`src/rtl/des_pkg.sv`:
```
// rtl/des_pkg.sv - DES tables, widths, state type and permutation helpers shared by the DES cores
package des_pkg;
  localparam int BLOCK_W  = 64;
  localparam int HALF_W   = 32;
  localparam int KEY56_W  = 56;
  localparam int SUBKEY_W = 48;

  typedef enum logic [1:0] {IDLE, ROUND, DONE} des_state_t;

  // Tables use DES 1-based bit numbers; bit 0 of every vector is DES bit 1.
  localparam int IP_T [64] = '{
    58, 50, 42, 34, 26, 18, 10, 2, 60, 52, 44, 36, 28, 20, 12, 4,
    62, 54, 46, 38, 30, 22, 14, 6, 64, 56, 48, 40, 32, 24, 16, 8,
    57, 49, 41, 33, 25, 17,  9, 1, 59, 51, 43, 35, 27, 19, 11, 3,
    61, 53, 45, 37, 29, 21, 13, 5, 63, 55, 47, 39, 31, 23, 15, 7};

  localparam int IP_INV_T [64] = '{
    40, 8, 48, 16, 56, 24, 64, 32, 39, 7, 47, 15, 55, 23, 63, 31,
    38, 6, 46, 14, 54, 22, 62, 30, 37, 5, 45, 13, 53, 21, 61, 29,
    36, 4, 44, 12, 52, 20, 60, 28, 35, 3, 43, 11, 51, 19, 59, 27,
    34, 2, 42, 10, 50, 18, 58, 26, 33, 1, 41,  9, 49, 17, 57, 25};

  localparam int E_T [48] = '{
    32,  1,  2,  3,  4,  5,  4,  5,  6,  7,  8,  9,
     8,  9, 10, 11, 12, 13, 12, 13, 14, 15, 16, 17,
    16, 17, 18, 19, 20, 21, 20, 21, 22, 23, 24, 25,
    24, 25, 26, 27, 28, 29, 28, 29, 30, 31, 32,  1};

  localparam int P_T [32] = '{
    16,  7, 20, 21, 29, 12, 28, 17,  1, 15, 23, 26,  5, 18, 31, 10,
     2,  8, 24, 14, 32, 27,  3,  9, 19, 13, 30,  6, 22, 11,  4, 25};

  localparam int PC1_T [56] = '{
    57, 49, 41, 33, 25, 17,  9,  1, 58, 50, 42, 34, 26, 18,
    10,  2, 59, 51, 43, 35, 27, 19, 11,  3, 60, 52, 44, 36,
    63, 55, 47, 39, 31, 23, 15,  7, 62, 54, 46, 38, 30, 22,
    14,  6, 61, 53, 45, 37, 29, 21, 13,  5, 28, 20, 12,  4};

  localparam int PC2_T [48] = '{
    14, 17, 11, 24,  1,  5,  3, 28, 15,  6, 21, 10,
    23, 19, 12,  4, 26,  8, 16,  7, 27, 20, 13,  2,
    41, 52, 31, 37, 47, 55, 30, 40, 51, 45, 33, 48,
    44, 49, 39, 56, 34, 53, 46, 42, 50, 36, 29, 32};

  // Right-rotation applied after round n (index n) when walking K16 down to K1.
  localparam int RS_T [16] = '{0, 1, 2, 2, 2, 2, 2, 2, 1, 2, 2, 2, 2, 2, 2, 1};

  // Indexed by {b1, b6, b2..b5}, i.e. row*16 + column.
  localparam int SBOX_T [8][64] = '{
    '{14, 4, 13, 1, 2, 15, 11, 8, 3, 10, 6, 12, 5, 9, 0, 7,
       0, 15, 7, 4, 14, 2, 13, 1, 10, 6, 12, 11, 9, 5, 3, 8,
       4, 1, 14, 8, 13, 6, 2, 11, 15, 12, 9, 7, 3, 10, 5, 0,
      15, 12, 8, 2, 4, 9, 1, 7, 5, 11, 3, 14, 10, 0, 6, 13},
    '{15, 1, 8, 14, 6, 11, 3, 4, 9, 7, 2, 13, 12, 0, 5, 10,
       3, 13, 4, 7, 15, 2, 8, 14, 12, 0, 1, 10, 6, 9, 11, 5,
       0, 14, 7, 11, 10, 4, 13, 1, 5, 8, 12, 6, 9, 3, 2, 15,
      13, 8, 10, 1, 3, 15, 4, 2, 11, 6, 7, 12, 0, 5, 14, 9},
    '{10, 0, 9, 14, 6, 3, 15, 5, 1, 13, 12, 7, 11, 4, 2, 8,
      13, 7, 0, 9, 3, 4, 6, 10, 2, 8, 5, 14, 12, 11, 15, 1,
      13, 6, 4, 9, 8, 15, 3, 0, 11, 1, 2, 12, 5, 10, 14, 7,
       1, 10, 13, 0, 6, 9, 8, 7, 4, 15, 14, 3, 11, 5, 2, 12},
    '{ 7, 13, 14, 3, 0, 6, 9, 10, 1, 2, 8, 5, 11, 12, 4, 15,
      13, 8, 11, 5, 6, 15, 0, 3, 4, 7, 2, 12, 1, 10, 14, 9,
      10, 6, 9, 0, 12, 11, 7, 13, 15, 1, 3, 14, 5, 2, 8, 4,
       3, 15, 0, 6, 10, 1, 13, 8, 9, 4, 5, 11, 12, 7, 2, 14},
    '{ 2, 12, 4, 1, 7, 10, 11, 6, 8, 5, 3, 15, 13, 0, 14, 9,
      14, 11, 2, 12, 4, 7, 13, 1, 5, 0, 15, 10, 3, 9, 8, 6,
       4, 2, 1, 11, 10, 13, 7, 8, 15, 9, 12, 5, 6, 3, 0, 14,
      11, 8, 12, 7, 1, 14, 2, 13, 6, 15, 0, 9, 10, 4, 5, 3},
    '{12, 1, 10, 15, 9, 2, 6, 8, 0, 13, 3, 4, 14, 7, 5, 11,
      10, 15, 4, 2, 7, 12, 9, 5, 6, 1, 13, 14, 0, 11, 3, 8,
       9, 14, 15, 5, 2, 8, 12, 3, 7, 0, 4, 10, 1, 13, 11, 6,
       4, 3, 2, 12, 9, 5, 15, 10, 11, 14, 1, 7, 6, 0, 8, 13},
    '{ 4, 11, 2, 14, 15, 0, 8, 13, 3, 12, 9, 7, 5, 10, 6, 1,
      13, 0, 11, 7, 4, 9, 1, 10, 14, 3, 5, 12, 2, 15, 8, 6,
       1, 4, 11, 13, 12, 3, 7, 14, 10, 15, 6, 8, 0, 5, 9, 2,
       6, 11, 13, 8, 1, 4, 10, 7, 9, 5, 0, 15, 14, 2, 3, 12},
    '{13, 2, 8, 4, 6, 15, 11, 1, 10, 9, 3, 14, 5, 0, 12, 7,
       1, 15, 13, 8, 10, 3, 7, 4, 12, 5, 6, 11, 0, 14, 9, 2,
       7, 11, 4, 1, 9, 12, 14, 2, 0, 6, 10, 13, 15, 3, 5, 8,
       2, 1, 14, 7, 4, 10, 8, 13, 15, 12, 9, 0, 3, 5, 6, 11}};

  function automatic logic [0:BLOCK_W-1] ip_perm(input logic [0:BLOCK_W-1] x);
    logic [0:BLOCK_W-1] y;
    for (int i = 0; i < BLOCK_W; i++) y[i] = x[IP_T[i] - 1];
    return y;
  endfunction

  function automatic logic [0:BLOCK_W-1] ip_inv_perm(input logic [0:BLOCK_W-1] x);
    logic [0:BLOCK_W-1] y;
    for (int i = 0; i < BLOCK_W; i++) y[i] = x[IP_INV_T[i] - 1];
    return y;
  endfunction

  function automatic logic [0:SUBKEY_W-1] e_expand(input logic [0:HALF_W-1] x);
    logic [0:SUBKEY_W-1] y;
    for (int i = 0; i < SUBKEY_W; i++) y[i] = x[E_T[i] - 1];
    return y;
  endfunction

  function automatic logic [0:HALF_W-1] p_perm(input logic [0:HALF_W-1] x);
    logic [0:HALF_W-1] y;
    for (int i = 0; i < HALF_W; i++) y[i] = x[P_T[i] - 1];
    return y;
  endfunction

  function automatic logic [0:KEY56_W-1] pc1_perm(input logic [0:BLOCK_W-1] x);
    logic [0:KEY56_W-1] y;
    for (int i = 0; i < KEY56_W; i++) y[i] = x[PC1_T[i] - 1];
    return y;
  endfunction

  function automatic logic [0:SUBKEY_W-1] pc2_perm(input logic [0:KEY56_W-1] x);
    logic [0:SUBKEY_W-1] y;
    for (int i = 0; i < SUBKEY_W; i++) y[i] = x[PC2_T[i] - 1];
    return y;
  endfunction
endpackage

```
`src/rtl/des_feistel_f.sv`:
```
// rtl/des_feistel_f.sv - combinational DES round function f(R, K): expand, key mix, S-boxes, P
module des_feistel_f
  import des_pkg::*;
(
  input  logic [0:HALF_W-1]   r,
  input  logic [0:SUBKEY_W-1] k,
  output logic [0:HALF_W-1]   f
);
  logic [0:SUBKEY_W-1] x;
  logic [0:HALF_W-1]   s_out;
  logic [0:5]          b;

  always_comb begin
    x     = e_expand(r) ^ k;
    s_out = '0;
    b     = '0;
    for (int i = 0; i < 8; i++) begin
      b = x[6*i +: 6];
      s_out[4*i +: 4] = 4'(SBOX_T[i][{b[0], b[5], b[1:4]}]);
    end
    f = p_perm(s_out);
  end
endmodule

```
`src/rtl/des_decrypt_core.sv`:
```
// rtl/des_decrypt_core.sv - iterative DES decryptor, one Feistel round per clock, valid/ready on both sides
module des_decrypt_core
  import des_pkg::*;
(
  input  logic                clk,
  input  logic                rst,
  input  logic                in_valid,
  output logic                in_ready,
  input  logic [0:BLOCK_W-1]  key,
  input  logic [0:BLOCK_W-1]  data_in,
  output logic                out_valid,
  input  logic                out_ready,
  output logic [0:BLOCK_W-1]  data_out,
  output logic                busy
);
  des_state_t          state, state_nxt;
  logic [3:0]          cnt;
  logic [3:0]          rs_idx;
  logic [0:HALF_W-1]   l, r, f_out, r_round;
  logic [0:27]         c, d, c_rot, d_rot;
  logic [0:SUBKEY_W-1] subkey;

  assign subkey  = pc2_perm({c, d});
  assign r_round = l ^ f_out;
  // Wraps to 0 on the last round, where the rotation is irrelevant.
  assign rs_idx  = cnt + 4'd1;

  des_feistel_f u_feistel_f (
    .r (r),
    .k (subkey),
    .f (f_out)
  );

  always_comb begin
    c_rot = c;
    d_rot = d;
    if (RS_T[rs_idx] == 1) begin
      c_rot = {c[27], c[0:26]};
      d_rot = {d[27], d[0:26]};
    end else if (RS_T[rs_idx] == 2) begin
      c_rot = {c[26:27], c[0:25]};
      d_rot = {d[26:27], d[0:25]};
    end
  end

  always_comb begin
    state_nxt = state;
    in_ready  = 1'b0;
    out_valid = 1'b0;
    busy      = 1'b0;
    case (state)
      IDLE: begin
        in_ready = 1'b1;
        if (in_valid) state_nxt = ROUND;
      end
      ROUND: begin
        busy = 1'b1;
        if (cnt == 4'd15) state_nxt = DONE;
      end
      DONE: begin
        busy      = 1'b1;
        out_valid = 1'b1;
        if (out_ready) state_nxt = IDLE;
      end
      default: state_nxt = IDLE;
    endcase
  end

  always_ff @(posedge clk or posedge rst) begin
    if (rst) begin
      state    <= IDLE;
      cnt      <= '0;
      l        <= '0;
      r        <= '0;
      c        <= '0;
      d        <= '0;
      data_out <= '0;
    end else begin
      state <= state_nxt;
      case (state)
        IDLE: begin
          if (in_valid) begin
            {l, r} <= ip_perm(data_in);
            {c, d} <= pc1_perm(key);
            cnt    <= '0;
          end
        end
        ROUND: begin
          l   <= r;
          r   <= r_round;
          c   <= c_rot;
          d   <= d_rot;
          cnt <= cnt + 4'd1;
          // Output takes the swapped halves {R16, L16} of the final round.
          if (cnt == 4'd15) data_out <= ip_inv_perm({r_round, r});
        end
        default: ;
      endcase
    end
  end
endmodule

```
`config.mk`:
```
export PLATFORM = sky130hd
export DESIGN_NAME = des_decrypt_core
export DESIGN_NICKNAME = d
export VERILOG_FILES = /design/src/rtl/des_pkg.sv /design/src/rtl/des_feistel_f.sv /design/src/rtl/des_decrypt_core.sv
export SDC_FILE = /design/constraint.sdc
export NUM_CORES = 1
export LEC_CHECK = 0
export BUFFER_PORTS_ARGS = -buffer_cell sky130_fd_sc_hd__buf_2
export CAP_MARGIN = 40
export CORE_MARGIN = 2
export CORE_UTILIZATION = 60
export CTS_CLUSTER_DIAMETER = 40
export CTS_CLUSTER_SIZE = 30
export DETAILED_ROUTE_END_ITERATION = 7
export GPL_ROUTABILITY_DRIVEN = 0
export HOLD_SLACK_MARGIN = 0.1
export PLACE_DENSITY_LB_ADDON = 0.1
export SLEW_MARGIN = 0
export SYNTH_ARGS = -nofsm -noshare
export SYNTH_HDL_FRONTEND = slang
export SYNTH_SLANG_ARGS = --single-unit
```
`constraint.sdc`:
```
create_clock -name clk -period 9.31 [get_ports clk]
set_input_delay 0.4655 -clock clk [delete_from_list [all_inputs] [get_ports clk]]
set_output_delay 0.4655 -clock clk [all_outputs]
set_load 0.005 [all_outputs]
```
[Word-level counts from Yosys, hierarchy flattened]
Memory sizes are Yosys's and may differ from the RTL's.
Index checks and enable logic that the tools add are counted.
Word-level totals
  bits in registers: 190
  memory bits (read-only): 16896
  word-level logic and storage cells: 92
  memories kept: 9
Operators by class
  add/sub/neg operators: 1
  order comparisons: 9
  eq/ne operators: 9
  multiplexer cells: 39
  bitwise operators: 11
  reductions and logical operators: 7
Memories
  (no name shown): words 64, width 32, rd ports 1, clocked after Yosys merged registers in 0, write ports 0, line des_feistel_f.sv:19  | s_out[4*i +: 4] = 4'(SBOX_T[i][{b[0], b[5], b[1:4]}]);
  (no name shown): words 64, width 32, rd ports 1, clocked after Yosys merged registers in 0, write ports 0, line des_feistel_f.sv:19
  (no name shown): words 64, width 32, rd ports 1, clocked after Yosys merged registers in 0, write ports 0, line des_feistel_f.sv:19
  (no name shown): words 64, width 32, rd ports 1, clocked after Yosys merged registers in 0, write ports 0, line des_feistel_f.sv:19
  (no name shown): words 64, width 32, rd ports 1, clocked after Yosys merged registers in 0, write ports 0, line des_feistel_f.sv:19
  (no name shown): words 64, width 32, rd ports 1, clocked after Yosys merged registers in 0, write ports 0, line des_feistel_f.sv:19
  3 more memories
Operators with widths (number)
  28-bit 2-to-1 mux: 6
  32-bit 2-to-1 mux: 4
  32-bit case mux with 2 select lines: 2
  28-bit case mux with 2 select lines: 2
  4-bit 2-to-1 mux: 17
  7-bit >= comparator, second input constant: 8
  6-bit NOT with 7-bit output: 8
  48-bit bitwise XOR: 1
  32-bit by 2-bit == test with 1-bit output, second input constant: 1
  32-bit by 3-bit == test with 1-bit output, second input constant: 1
  32-bit bitwise XOR: 1
  4-bit case mux with 2 select lines: 1
  2-bit 2-to-1 mux: 3
  2-bit inequality test, second input constant: 3
  2-bit case mux with 3 select lines: 1
  3-bit AND reduction: 2
  5-bit >= comparator, second input constant: 1
  4-bit NOT with 5-bit output: 1
  4-bit by 1-bit adder with 4-bit output, second input constant: 1
  4-bit == test, second input constant: 1
  2-bit AND reduction: 2
  1-bit 2-to-1 mux: 3
  3-bit inequality test, second input constant: 1
  2-bit by 1-bit == test with 1-bit output, second input constant: 1
  4 further kinds: 4

[Logic depth before layout (Yosys ltp)]
  word-level depth: 9
  mapped depth: 12
  mapped depth without buffers: 10

[Modules after synthesis]
From an unflattened synthesis, not the netlist that was laid out.
Unflattened totals
  cells, all modules: 1556
  area total of the unflattened synthesis: 14595.2 µm²
By module, submodules not included
  des_decrypt_core: instances 1, cells an instance 881, area an instance 9359.0 µm², seq. area each 4754.6 µm²
  des_feistel_f: instances 1, cells an instance 675, area an instance 5236.3 µm², seq. area each 0.0 µm²

[Worst setup path before layout]
No wires, ideal clock.
  path type: reg2reg
  start: register r[10] in the netlist's numbering
  end: register r[5] in the netlist's numbering
  arrival time: 2.790 ns
  required time: 9.190 ns
  slack: 6.400 ns
  cell stages (with the launch flop): 11
  period minus slack after synthesis: 2.910 ns
  path through: dfrtp_1 -> xnor2_1 -> inv_1 -> ha_1 -> clkbuf_1 -> nand3_1 -> o211ai_1 -> mux2i_1 -> a2111oi_1 -> o21ai_0 -> and3_1
On the way
  cells in the longest elaborated chain, start to end: 7
RTL lines
  from (decl): line des_decrypt_core.sv:19  | logic [0:HALF_W-1] l, r, f_out, r_round;
  from (signal assigned): line des_decrypt_core.sv:83  | {l, r} <= ip_perm(data_in);
  from (signal assigned): line des_decrypt_core.sv:90  | r <= r_round;
  48-bit bitwise XOR: line des_feistel_f.sv:14  | x = e_expand(r) ^ k;
  6-bit NOT with 7-bit output (implied by the code): line des_feistel_f.sv:19
  memory read 64 x 32 bit
  4-bit 2-to-1 mux (implied by the code) (2 in a row): line des_feistel_f.sv:19
  32-bit bitwise XOR: line des_decrypt_core.sv:24  | assign r_round = l ^ f_out;
  32-bit case mux with 2 select lines: line des_decrypt_core.sv:80  | case (state)
No other way between the ends. The select of a mux whose other input is x is not followed.
A chain may end at the register's enable or synchronous reset.

[Worst setup path in the final report]
  start: register r[2] in the netlist's numbering
  end: register r[22] in the netlist's numbering
Same word-level chain as after synthesis.

==> flow_metrics.env <==
export IMPL_yosysTopAreaCell="dfrtp_1"
export IMPL_post_synth_num_cell_types=72
export IMPL_core_area_um2=24400
export IMPL_holdBufCountCts=0
export IMPL_cts_buffers=17
export IMPL_dieArea_um2=26300
export IMPL_port_buffers=190
export IMPL_grtUsageTotal_pct=34.3
export IMPL_clockBufferDepth=2
export IMPL_start_util_pct=61.4
export IMPL_arrival_ns=4.02
export IMPL_via_per_inst=6.34
export IMPL_seq_area_frac_synth_pct=31.7
export IMPL_drc=0
export IMPL_grt_max_degree=114
export IMPL_finalSetupViolCount=0
export IMPL_critPathMaxFanout=10
export IMPL_cp_start_kind="register"
export IMPL_synth_warning_count=0
export IMPL_antenna_found_initial=1
export IMPL_final_nets=2026
export IMPL_synthSimpleGateAreaFrac_pct=12.1
export IMPL_synth_area_um2=15000
export IMPL_synthArstFlopShare_pct=100
export IMPL_synth_compound_gate_area_share_pct=19.1
export IMPL_htree_levels=4
export IMPL_drt_pre_antenna_iters=6
export IMPL_period_share_pct=39.3
export IMPL_synth_xor_area_share_pct=8.78
export IMPL_die_height_um=162
export IMPL_clk_pin_slew_ns=0.08
export IMPL_areaGrowthSynthToFinish_pct=12.5
export IMPL_rrSetupSlack_ns=5.65
export IMPL_grt_pass1_vias=12704
export IMPL_synth_area_leaders="dfrtp_1, mux2i_1, ha_1"
export IMPL_max_freq_ghz=0.273
export IMPL_die_x_um=162
export IMPL_min_path_type="primary input to asynchronous set/reset pin"
export IMPL_worst_pin_slew_ns=0.994
export IMPL_crit_type="register to register"
export IMPL_cts_root_buf="clkbuf_16"
export IMPL_finalHoldViolations=0
export IMPL_status="finished clean"
export IMPL_dp_final_hpwl_um=31900
export IMPL_syn_num_nets=1901
export IMPL_timing_setup_tns_ns=0
export IMPL_drv_cap=0
export IMPL_wl_um=44600
export IMPL_grt_setup_unrepaired="no"
export IMPL_postRouteAntennaNets=0
export IMPL_syn_inst=1699
export IMPL_worstSkewPairLatency_ns=0.45
export IMPL_stdcell_area_um2=16900
export IMPL_grt_pass1_wl_um=71000
export IMPL_post_drt_wl_per_cell_um=20.6
export IMPL_synth_top_family_by_area="compound AO/OA/AOI/OAI gates"
export IMPL_post_cts_setup_buffer_count=0
export IMPL_synth_main_ff_cell="dfrtp_1"
export IMPL_grt_remaining_overflow=0
export IMPL_muxShareOfSynthArea_pct=17.3
export IMPL_syn_avg_cell_area_um2=8.82
export IMPL_yosys_register_bits=190
export IMPL_ioPinCount=199
export IMPL_dpl_instance_area_um2=16200
export IMPL_period_needed_ns=3.66
export IMPL_slew_headroom_pct=33.5
export IMPL_synth_fa_ha_area_share_pct=5.91
export IMPL_cts_tree="done"
export IMPL_core_rowCount=57
export IMPL_r2r_start="r[2]"
export IMPL_timing_rr_end="r[22]"
export IMPL_drt_iter0_markers=1563
export IMPL_slew_viol_final=0
export IMPL_synth_top_area_share_pct=31.7
export IMPL_cts_sinks=190
export IMPL_synth_edf_count=0
export IMPL_cp_end_kind="register"
export IMPL_clock_skew_ns=0.0175
export IMPL_r2r_cells=9
export IMPL_crit_required_ns=9.67
export IMPL_vias=13710
export IMPL_fill_cells=1978
export IMPL_drive_above_1_share_pct=19.3
export IMPL_cts_resized=0
[worst max-delay path, cell delays in order (launching register included)]
cell and delay (ns):
dfrtp_1 0.53, xor2_1 0.71, inv_1 0.38, ha_1 0.35, mux2_2 0.28, mux4_2 0.47
xor2_1 0.17, a221oi_2 0.42, nand2_1 0.10, a21oi_1 0.17
[worst max-delay path by stage]
stage / from / end / slack [ns] / depth (start not counted)
CTS: state[1] / d[18] / 5.76 / 11
finish: r[2] / r[22] / 5.65 / 9
detailed placement: state[1] / d[18] / 5.78 / 11
global placement: r[22] / r[28] / 5.64 / 9
floorplan: rst / c[0] / 3.67 / 1
global route: r[23] / r[28] / 5.47 / 9
[metal layers]
| layer | GRT usage (%) | part of all wire, % | up-vias | wire length [um] |
|---|---|---|---|---|
| met5 | 0 | 0 | - | 0 |
| met4 | 12.7 | 3.6 | 0 | 1590 |
| met3 | 5.52 | 9.5 | 97 | 4220 |
| met2 | 50.8 | 43 | 699 | 19400 |
| met1 | 50.8 | 44 | 6547 | 19400 |
| li1 | - | - | 6367 | - |
[layout make-up]
class                      instances  area, um2  share of cell area, %
multi-input combinational       1326       9500                   56.4
sequential                       190       4750                   28.2
timing repair buffer             231       1360                   8.05
clock buffer                      18        439                   2.61
tap                              324        405                   2.40
inverter                          58        228                   1.35
clock inverter                    14        170                   1.01
antenna                            1       2.50                 0.0148
[synth_stat cells, drive strengths merged, types with 2 or more instances]
cell / count
nand2b: 3
inv: 54
and3: 5
a211oi: 20
o221a: 2
and2: 3
o221ai: 11
ha: 70
buf: 34
xnor2: 76
o31a: 2
nor4: 3
a22oi: 5
a32oi: 4
mux2: 38
nand4: 6
a2111oi: 3
or3: 7
a311o: 5
mux4: 30
o31ai: 9
a31o: 2
clkbuf: 91
a21oi: 106
a221oi: 15
nor3: 31
mux2i: 148
a31oi: 19
nor2: 125
o311ai: 9
clkinv: 4
nand2: 214
o21ai: 168
dfrtp: 190
o2111ai: 4
a311oi: 8
xor2: 64
o211ai: 18
o311a: 5
nand3: 34
nor2b: 3
o22ai: 30
a21o: 2
a211o: 4
[logic make-up after synthesis]
| kind of cell | after synthesis |
|---|---|
| multiplexers | 216 |
| XOR/XNOR | 140 |
| buffers and inverters | 183 |
| AO/OA/AOI/OAI | 462 |
| adder cells (fa/ha/maj) | 71 |
| flip-flops | 190 |
| AND/OR/NAND/NOR | 437 |
[stage by stage]
step	hold slack [ns]	util [%]	std cells	worst slack, ns
5_1_grt	0.236	69.1	2161	5.47
6_report	0.164	69.1	2162	5.65
3_3_place_gp	0.459	65.6	2108	5.64
2_1_floorplan	0.469	-	1699	3.67
3_5_place_dp	0.465	66.5	2127	5.78
4_1_cts	0.214	69.0	2159	5.76
[sequential cells by signal, indices dropped and copies added (netlist names)]
register / count
cnt: 4
state: 2
data_out: 64
r: 32
d: 28
c: 28
l: 32
[placed cells by master (no fill, tap or decap), types with 18 or more instances in the layout]
master | Yosys | final
a21oi_1 | 106 | 106
nor2_1 | 124 | 124
o211ai_1 | 18 | 18
buf_4 | 1 | 35
o21ai_0 | 165 | 165
mux2_2 | 38 | 38
mux4_2 | 27 | 27
nand2_1 | 214 | 213
buf_2 | 20 | 190
xnor2_1 | 74 | 74
a211oi_1 | 20 | 20
inv_1 | 52 | 50
nand3_1 | 34 | 34
xor2_1 | 57 | 57
a31oi_1 | 19 | 19
o22ai_1 | 30 | 30
dfrtp_1 | 190 | 190
nor3_1 | 31 | 31
mux2i_1 | 148 | 148
ha_1 | 70 | 66
Power is left out: the tool's default activity adds up to more than one toggle a clock period on the data nets, which glitch-free logic cannot reach.
